$ cat src/rtl/stage_sequencer_if.sv
// Handshake bundle between stage_sequencer and decoder / ALU / TX / RX engines.
// master: decoder+engines side (drives instruction and engine status); slave: sequencer.
interface stage_sequencer_if #(
    parameter int NUM_STAGES      = 4,
    parameter int MAX_OUTSTANDING = 2
);
    localparam int SB = (NUM_STAGES > 1) ? $clog2(NUM_STAGES) : 1;
    localparam int OB = $clog2(MAX_OUTSTANDING + 1);

    logic                  inst_valid;
    logic                  inst_done;
    logic [NUM_STAGES-1:0] stage_mask;
    logic [NUM_STAGES-1:0] stage_sends_cmd;
    logic [NUM_STAGES-1:0] stage_wants_reply;
    logic                  need_imm;
    logic                  imm_loaded;
    logic                  load_imm;
    logic                  use_cc;
    logic [3:0]            cc;
    logic [3:0]            flags;
    logic [SB-1:0]         stage;
    logic                  tx_command_valid;
    logic                  tx_command_started;
    logic                  tx_data_next;
    logic                  rx_data_valid;
    logic                  rx_done;
    logic                  alu_en;
    logic                  op_done;
    logic [OB-1:0]         outstanding;
    logic                  error;

    modport master (
        output inst_valid, stage_mask, stage_sends_cmd, stage_wants_reply,
        output need_imm, imm_loaded, use_cc, cc, flags,
        output tx_command_started, tx_data_next, rx_data_valid, rx_done,
        output op_done,
        input  inst_done, load_imm, stage, tx_command_valid, alu_en,
        input  outstanding, error
    );

    modport slave (
        input  inst_valid, stage_mask, stage_sends_cmd, stage_wants_reply,
        input  need_imm, imm_loaded, use_cc, cc, flags,
        input  tx_command_started, tx_data_next, rx_data_valid, rx_done,
        input  op_done,
        output inst_done, load_imm, stage, tx_command_valid, alu_en,
        output outstanding, error
    );
endinterface

$ cat src/rtl/stage_sequencer.sv
// Instruction stage controller: steps one instruction through masked stages,
// handles imm16 fetch, cc skip, TX command issue, reply tracking and ALU gating.
// Ports: clk, reset (sync, active-high), bus (stage_sequencer_if.slave).
// Option: define SEQ_WATCHDOG_EN to enable the reply watchdog and sticky error.
module stage_sequencer #(
    parameter int NUM_STAGES      = 4,
    parameter int MAX_OUTSTANDING = 2,
    parameter int TIMEOUT         = 255
) (
    input logic             clk,
    input logic             reset,
    stage_sequencer_if.slave bus
);
    localparam int SB = (NUM_STAGES > 1) ? $clog2(NUM_STAGES) : 1;
    localparam int OB = $clog2(MAX_OUTSTANDING + 1);

    if (NUM_STAGES < 2 || TIMEOUT < 1 || TIMEOUT > 255) begin : g_bad_param
        $error("stage_sequencer: parameter out of range");
    end

    typedef enum logic [2:0] {
        IDLE,
        EVAL,
        IMM,
        RUN,
        DONE
    } state_t;

    state_t        state;
    logic [SB-1:0] stage_q;
    logic [OB-1:0] out_q;
    logic [OB-1:0] out_nxt;
    logic          cmd_started;
    logic          imm_avail;
    logic          inst_done_q;
    logic          load_imm_q;

    logic          cur_sends;
    logic          cur_wants;
    logic          cc_base;
    logic          cc_ok;
    logic          first_found;
    logic [SB-1:0] first_idx;
    logic          next_found;
    logic [SB-1:0] next_idx;
    logic          inc;
    logic          dec;
    logic          wd_hit;
    logic          in_run;

    assign in_run    = (state == RUN);
    assign cur_sends = bus.stage_sends_cmd[stage_q];
    assign cur_wants = bus.stage_wants_reply[stage_q];

    // flags = {c,v,s,z}; cc[3] inverts the base condition
    always_comb begin
        cc_base = 1'b1;
        unique case (bus.cc[2:0])
            3'd0:    cc_base = 1'b1;
            3'd1:    cc_base = bus.flags[0];
            3'd2:    cc_base = bus.flags[1];
            3'd3:    cc_base = bus.flags[3];
            3'd4:    cc_base = bus.flags[3] & ~bus.flags[0];
            3'd5:    cc_base = bus.flags[2];
            3'd6:    cc_base = bus.flags[2] & ~bus.flags[0];
            default: cc_base = 1'b1;
        endcase
        cc_ok = cc_base ^ bus.cc[3];
    end

    // Downward scan so the last hit is the lowest qualifying index
    always_comb begin
        first_found = 1'b0;
        first_idx   = '0;
        next_found  = 1'b0;
        next_idx    = '0;
        for (int i = NUM_STAGES - 1; i >= 0; i--) begin
            if (bus.stage_mask[i]) begin
                first_found = 1'b1;
                first_idx   = SB'(i);
            end
            if (bus.stage_mask[i] && (i > int'(stage_q))) begin
                next_found = 1'b1;
                next_idx   = SB'(i);
            end
        end
    end

    assign inc = in_run && bus.tx_command_started && cur_wants;
    assign dec = bus.rx_done;

    // Simultaneous issue and reply cancel; saturate at both ends
    always_comb begin
        out_nxt = out_q;
        if (inc && !dec && (out_q != OB'(MAX_OUTSTANDING)))
            out_nxt = out_q + OB'(1);
        else if (dec && !inc && (out_q != '0))
            out_nxt = out_q - OB'(1);
    end

    assign bus.tx_command_valid = in_run && cur_sends && !cmd_started
                                  && (out_q != OB'(MAX_OUTSTANDING));

    assign bus.alu_en = in_run
                        && (!cur_sends || (cmd_started && bus.tx_data_next))
                        && (!cur_wants || bus.rx_data_valid);

    always_ff @(posedge clk) begin
        if (reset) begin
            state       <= IDLE;
            stage_q     <= '0;
            out_q       <= '0;
            cmd_started <= 1'b0;
            imm_avail   <= 1'b0;
            inst_done_q <= 1'b0;
            load_imm_q  <= 1'b0;
        end else begin
            inst_done_q <= 1'b0;
            out_q       <= out_nxt;
            unique case (state)
                IDLE: begin
                    if (bus.inst_valid)
                        state <= EVAL;
                end
                EVAL: begin
                    if (bus.use_cc && !cc_ok) begin
                        state       <= DONE;
                        inst_done_q <= 1'b1;
                    end else if (bus.need_imm && !imm_avail) begin
                        state      <= IMM;
                        load_imm_q <= 1'b1;
                    end else if (first_found) begin
                        state       <= RUN;
                        stage_q     <= first_idx;
                        cmd_started <= 1'b0;
                    end else begin
                        state       <= DONE;
                        inst_done_q <= 1'b1;
                    end
                end
                IMM: begin
                    if (bus.imm_loaded) begin
                        imm_avail  <= 1'b1;
                        load_imm_q <= 1'b0;
                        state      <= EVAL;
                    end
                end
                RUN: begin
                    if (bus.tx_command_started)
                        cmd_started <= 1'b1;
                    if (wd_hit) begin
                        state       <= DONE;
                        inst_done_q <= 1'b1;
                        out_q       <= '0;
                        cmd_started <= 1'b0;
                    end else if (bus.op_done) begin
                        cmd_started <= 1'b0;
                        if (next_found) begin
                            stage_q <= next_idx;
                        end else begin
                            state       <= DONE;
                            inst_done_q <= 1'b1;
                        end
                    end
                end
                DONE: begin
                    imm_avail <= 1'b0;
                    state     <= IDLE;
                end
                default: state <= IDLE;
            endcase
        end
    end

`ifdef SEQ_WATCHDOG_EN
    logic [7:0] wd;
    logic       err_q;

    assign wd_hit = in_run && (wd == 8'(TIMEOUT));

    // Counts only while waiting on a reply for an already started command
    always_ff @(posedge clk) begin
        if (reset)
            wd <= '0;
        else if (!in_run || bus.rx_data_valid || bus.op_done || wd_hit)
            wd <= '0;
        else if (cur_wants && cmd_started)
            wd <= wd + 8'd1;
    end

    always_ff @(posedge clk) begin
        if (reset)
            err_q <= 1'b0;
        else if (wd_hit)
            err_q <= 1'b1;
    end

    assign bus.error = err_q;
`else
    assign wd_hit    = 1'b0;
    assign bus.error = 1'b0;
`endif

    assign bus.stage       = stage_q;
    assign bus.inst_done   = inst_done_q;
    assign bus.load_imm    = load_imm_q;
    assign bus.outstanding = out_q;
endmodule

$ cat src/flat_wrapper.sv
// flat-port wrapper written by rule: the top's interface ports become plain ports
module stage_sequencer_flat 
#(
    parameter int NUM_STAGES      = 4,
    parameter int MAX_OUTSTANDING = 2,
    parameter int TIMEOUT         = 255
)
  (clk, reset, bus_inst_valid, bus_stage_mask, bus_stage_sends_cmd, bus_stage_wants_reply, bus_need_imm, bus_imm_loaded, bus_use_cc, bus_cc, bus_flags, bus_tx_command_started, bus_tx_data_next, bus_rx_data_valid, bus_rx_done, bus_op_done, bus_inst_done, bus_load_imm, bus_stage, bus_tx_command_valid, bus_alu_en, bus_outstanding, bus_error);
  stage_sequencer_if #(.NUM_STAGES(NUM_STAGES), .MAX_OUTSTANDING(MAX_OUTSTANDING)) bus_i ();
  input logic clk;
  input logic reset;
  input wire logic [$bits(bus_i.inst_valid)-1:0] bus_inst_valid;
  input wire logic [$bits(bus_i.stage_mask)-1:0] bus_stage_mask;
  input wire logic [$bits(bus_i.stage_sends_cmd)-1:0] bus_stage_sends_cmd;
  input wire logic [$bits(bus_i.stage_wants_reply)-1:0] bus_stage_wants_reply;
  input wire logic [$bits(bus_i.need_imm)-1:0] bus_need_imm;
  input wire logic [$bits(bus_i.imm_loaded)-1:0] bus_imm_loaded;
  input wire logic [$bits(bus_i.use_cc)-1:0] bus_use_cc;
  input wire logic [$bits(bus_i.cc)-1:0] bus_cc;
  input wire logic [$bits(bus_i.flags)-1:0] bus_flags;
  input wire logic [$bits(bus_i.tx_command_started)-1:0] bus_tx_command_started;
  input wire logic [$bits(bus_i.tx_data_next)-1:0] bus_tx_data_next;
  input wire logic [$bits(bus_i.rx_data_valid)-1:0] bus_rx_data_valid;
  input wire logic [$bits(bus_i.rx_done)-1:0] bus_rx_done;
  input wire logic [$bits(bus_i.op_done)-1:0] bus_op_done;
  output wire logic [$bits(bus_i.inst_done)-1:0] bus_inst_done;
  output wire logic [$bits(bus_i.load_imm)-1:0] bus_load_imm;
  output wire logic [$bits(bus_i.stage)-1:0] bus_stage;
  output wire logic [$bits(bus_i.tx_command_valid)-1:0] bus_tx_command_valid;
  output wire logic [$bits(bus_i.alu_en)-1:0] bus_alu_en;
  output wire logic [$bits(bus_i.outstanding)-1:0] bus_outstanding;
  output wire logic [$bits(bus_i.error)-1:0] bus_error;
  assign bus_i.inst_valid = bus_inst_valid;
  assign bus_i.stage_mask = bus_stage_mask;
  assign bus_i.stage_sends_cmd = bus_stage_sends_cmd;
  assign bus_i.stage_wants_reply = bus_stage_wants_reply;
  assign bus_i.need_imm = bus_need_imm;
  assign bus_i.imm_loaded = bus_imm_loaded;
  assign bus_i.use_cc = bus_use_cc;
  assign bus_i.cc = bus_cc;
  assign bus_i.flags = bus_flags;
  assign bus_i.tx_command_started = bus_tx_command_started;
  assign bus_i.tx_data_next = bus_tx_data_next;
  assign bus_i.rx_data_valid = bus_rx_data_valid;
  assign bus_i.rx_done = bus_rx_done;
  assign bus_i.op_done = bus_op_done;
  assign bus_inst_done = bus_i.inst_done;
  assign bus_load_imm = bus_i.load_imm;
  assign bus_stage = bus_i.stage;
  assign bus_tx_command_valid = bus_i.tx_command_valid;
  assign bus_alu_en = bus_i.alu_en;
  assign bus_outstanding = bus_i.outstanding;
  assign bus_error = bus_i.error;
  stage_sequencer #(.NUM_STAGES(NUM_STAGES), .MAX_OUTSTANDING(MAX_OUTSTANDING), .TIMEOUT(TIMEOUT)) u_core (.clk(clk), .reset(reset), .bus(bus_i));
endmodule
$ cat config.mk
export PLATFORM = sky130hd
export DESIGN_NAME = stage_sequencer_flat
export DESIGN_NICKNAME = d
export VERILOG_FILES = /design/src/rtl/stage_sequencer_if.sv /design/src/rtl/stage_sequencer.sv /design/src/flat_wrapper.sv
export SDC_FILE = /design/constraint.sdc
export NUM_CORES = 1
export LEC_CHECK = 0
export CAP_MARGIN = 5
export CORE_MARGIN = 8
export CORE_UTILIZATION = 44
export CTS_CLUSTER_SIZE = 30
export DETAILED_ROUTE_END_ITERATION = 10
export GPL_ROUTABILITY_DRIVEN = 1
export MAX_ROUTING_LAYER = met4
export PLACE_DENSITY = 0.83
export SLEW_MARGIN = 20
export SYNTH_ARGS = -nofsm -noshare
export SYNTH_HDL_FRONTEND = slang
export SYNTH_SLANG_ARGS = --single-unit
export TNS_END_PERCENT = 10
$ cat constraint.sdc
create_clock -name clk -period 3.9 [get_ports clk]
set_clock_uncertainty 0.1 [all_clocks]
set_input_delay 0.975 -clock clk [delete_from_list [all_inputs] [get_ports clk]]
set_output_delay 0.975 -clock clk [all_outputs]
set_load 0.01 [all_outputs]
==> flow_summary.json <==
{
  "outcome": "finished, final reports clean",
  "finalHoldViolations": 0,
  "worst_pin_slew_ns": 0.685,
  "r2r-start": "u_core.state[1]",
  "synthFlopType": "dfxtp_1",
  "die_w_microns": 61.4,
  "synth.area.top_cells": "dfxtp_1, a21oi_1, a2111oi_4",
  "p_per_area_nw_per_um2": 244,
  "rsz0062_at_grt": "no",
  "coreArea_sq_um": 1960,
  "ys_ff_latch": 11,
  "drt_pass1_iterations": 4,
  "crit_type": "in -> out",
  "arrival_ns": 2.63,
  "cts_buffers": 3,
  "numPlacedInstances": 173,
  "diodes": 0,
  "synth_edf_count": 0,
  "setup_viol_count_final": 0,
  "cts_resized": 0,
  "cts_max_level": 1,
  "fin_crit_ns": 3.70,
  "die_h_microns": 61.4,
  "grt_antenna_before_repair": 0,
  "drive_above_1_share": 0.0933,
  "num_rows": 16,
  "grt_max_degree": 14,
  "netlist_instances": 113,
  "p_leak_nw": 0.478,
  "start_util": 0.463,
  "synth.most_common_cell": "a21oi_1",
  "whs_ns": 0.425,
  "setup_tns_ns": 0,
  "crit_path_start_kind": "input port",
  "synth_top_area_cell": "dfxtp_1",
  "syn_avg_cell_area_sq_um": 8.04,
  "reg2regPathDepth": 6,
  "ctsHoldBuffers": 0,
  "layout.cells.non_filler": 177,
  "drt_wl_total_mm": 2.65,
  "grt_pass1_vias": 1033,
  "wire_per_inst_microns": 15.0,
  "endpoint_kind": "output pin",
  "cts_tree": "built",
  "netlist_area_sq_um": 908,
  "crit_start": "bus_stage_sends_cmd[3]",
  "fin_nets": 182,
  "slew_headroom": 0.544,
  "syn2layout_area_growth_pct": 46.0,
  "grt_overflow": 0,
  "crit_fanout": 2,
  "post-cts-setup-buffers": 0,
  "drv_cap": 0,
  "die_area_sq_um": 3770,
  "yosysWarnings": 0,
  "route.vias.total": 996,
  "insertion_delay_ns": 0.26,
  "finalMaxSlewViolations": 0,
  "synth_common_cells": "a21oi_1, dfxtp_1, nor2_1",
  "grt_pass1_wl_mm": 4.28,
  "hp-class": "reg -> reg",
  "grtUsageTotal": 0.151,
  "synth_top_area_frac": 0.242,
  "ir_worst_vdd_mv": 0.248,
  "clkTransAtPathRegs_ns": 0.07,
  "gp_congestion": 0.818,
  "whs_path_depth": 2,
  "p_total_uw": 324,
  "drt-initial-drc-count": 25,
  "synth_nets": 144,
  "clock_sinks": 11,
  "port_buffers": 38,
  "worstPathRequired_ns": 2.82,
  "hp-start": "u_core.bus.load_imm",
  "ioPinCount": 40,
  "yosysSeqAreaShare": 0.242,
  "clk_path_buf_depth": 2,
  "fin_crit_sh": 0.949,
  "cts-root-buf": "clkbuf_4",
  "async_reset_ff_frac": 0,
  "detail-route-antenna-nets": 0,
  "dp_hpwl_mm": 2.19,
  "drc": 0,
  "fmax_ghz": 0.270,
  "viasPerCell": 5.63,
  "ys_types": 43
}
==> layout make-up <==
cell class,count,area (sq um)
multi-input cells,88,632
well taps,27,33.8
inverters,9,33.8
clock buffers,4,26.3
flip-flops and latches,11,220
repair buffers,38,380
fillers,170,636
==> routing by layer <==
layer	wire, microns	track usage	part of all wire	up-vias
li1	-	-	-	491
met1	1100	0.139	0.41	470
met2	1300	0.285	0.49	33
met3	244	0.0585	0.092	2
met4	7	0.0390	0.0026	0
met5	0	-	0	-
==> registers in the layout (all words and copies together) (netlist names) <==
signal                  flops
u_core.bus.stage            2
u_core.bus.outstanding      2
u_core.cmd_started          1
u_core.imm_avail            1
u_core.bus.load_imm         1
u_core.bus.inst_done        1
u_core.state                3
==> critical path, stage by stage <==
cell and delay (ns):
clkdlybuf4s50_1 0.39, mux4_2 0.47, nand2_1 0.07, nand2_1 0.05
a21oi_1 0.12, clkdlybuf4s50_1 0.56
==> final timing paths <==
kind,endpoint,slack (ns)
setup / recovery,bus_alu_en,0.20
hold reg to reg,u_core.bus.load_imm,0.43
setup reg to reg,u_core.bus.outstanding[0],1.93
hold / removal,u_core.bus.load_imm,0.43
==> where the power goes <==
group	switching, mW	internal (mW)
clock network	0.0358	0.0395
registers	0.0127	0.120
logic	0.0509	0.0655
total	0.0995	0.225
==> stage by stage <==
step | cell area, sq um | utilization | setup slack, ns
5_1_grt | 1330 | 0.676 | 0.114
2_1_floorplan | 908 | - | 1.08
3_5_place_dp | 1300 | 0.663 | 0.179
3_3_place_gp | 1300 | 0.663 | 0.201
6_report | 1330 | 0.676 | 0.198
4_1_cts | 1330 | 0.676 | 0.182
==> cell usage in the layout, fill, tap and decap left out, types with 2 or more instances in the layout <==
| cell | n |
|---|---|
| o21ai_2 | 2 |
| o21a_1 | 3 |
| nor2b_1 | 3 |
| clkdlybuf4s50_1 | 38 |
| a2111oi_4 | 2 |
| o21ai_0 | 5 |
| clkbuf_4 | 3 |
| nand2b_1 | 3 |
| mux2i_1 | 3 |
| inv_1 | 9 |
| nand2_1 | 8 |
| a31oi_1 | 2 |
| nor2_1 | 11 |
| a21oi_1 | 13 |
| nor3_1 | 3 |
| nand3_1 | 4 |
| nor4_1 | 2 |
| dfxtp_1 | 11 |
==> cell families after synthesis <==
kind of cell           share of synthesized area
AO/OA/AOI/OAI                              0.339
buffers and inverters                     0.0620
flip-flops                                 0.242
multiplexers                              0.0868
other                                    0.00413
AND/OR/NAND/NOR                            0.266
Power figures use the tool's default switching activity.
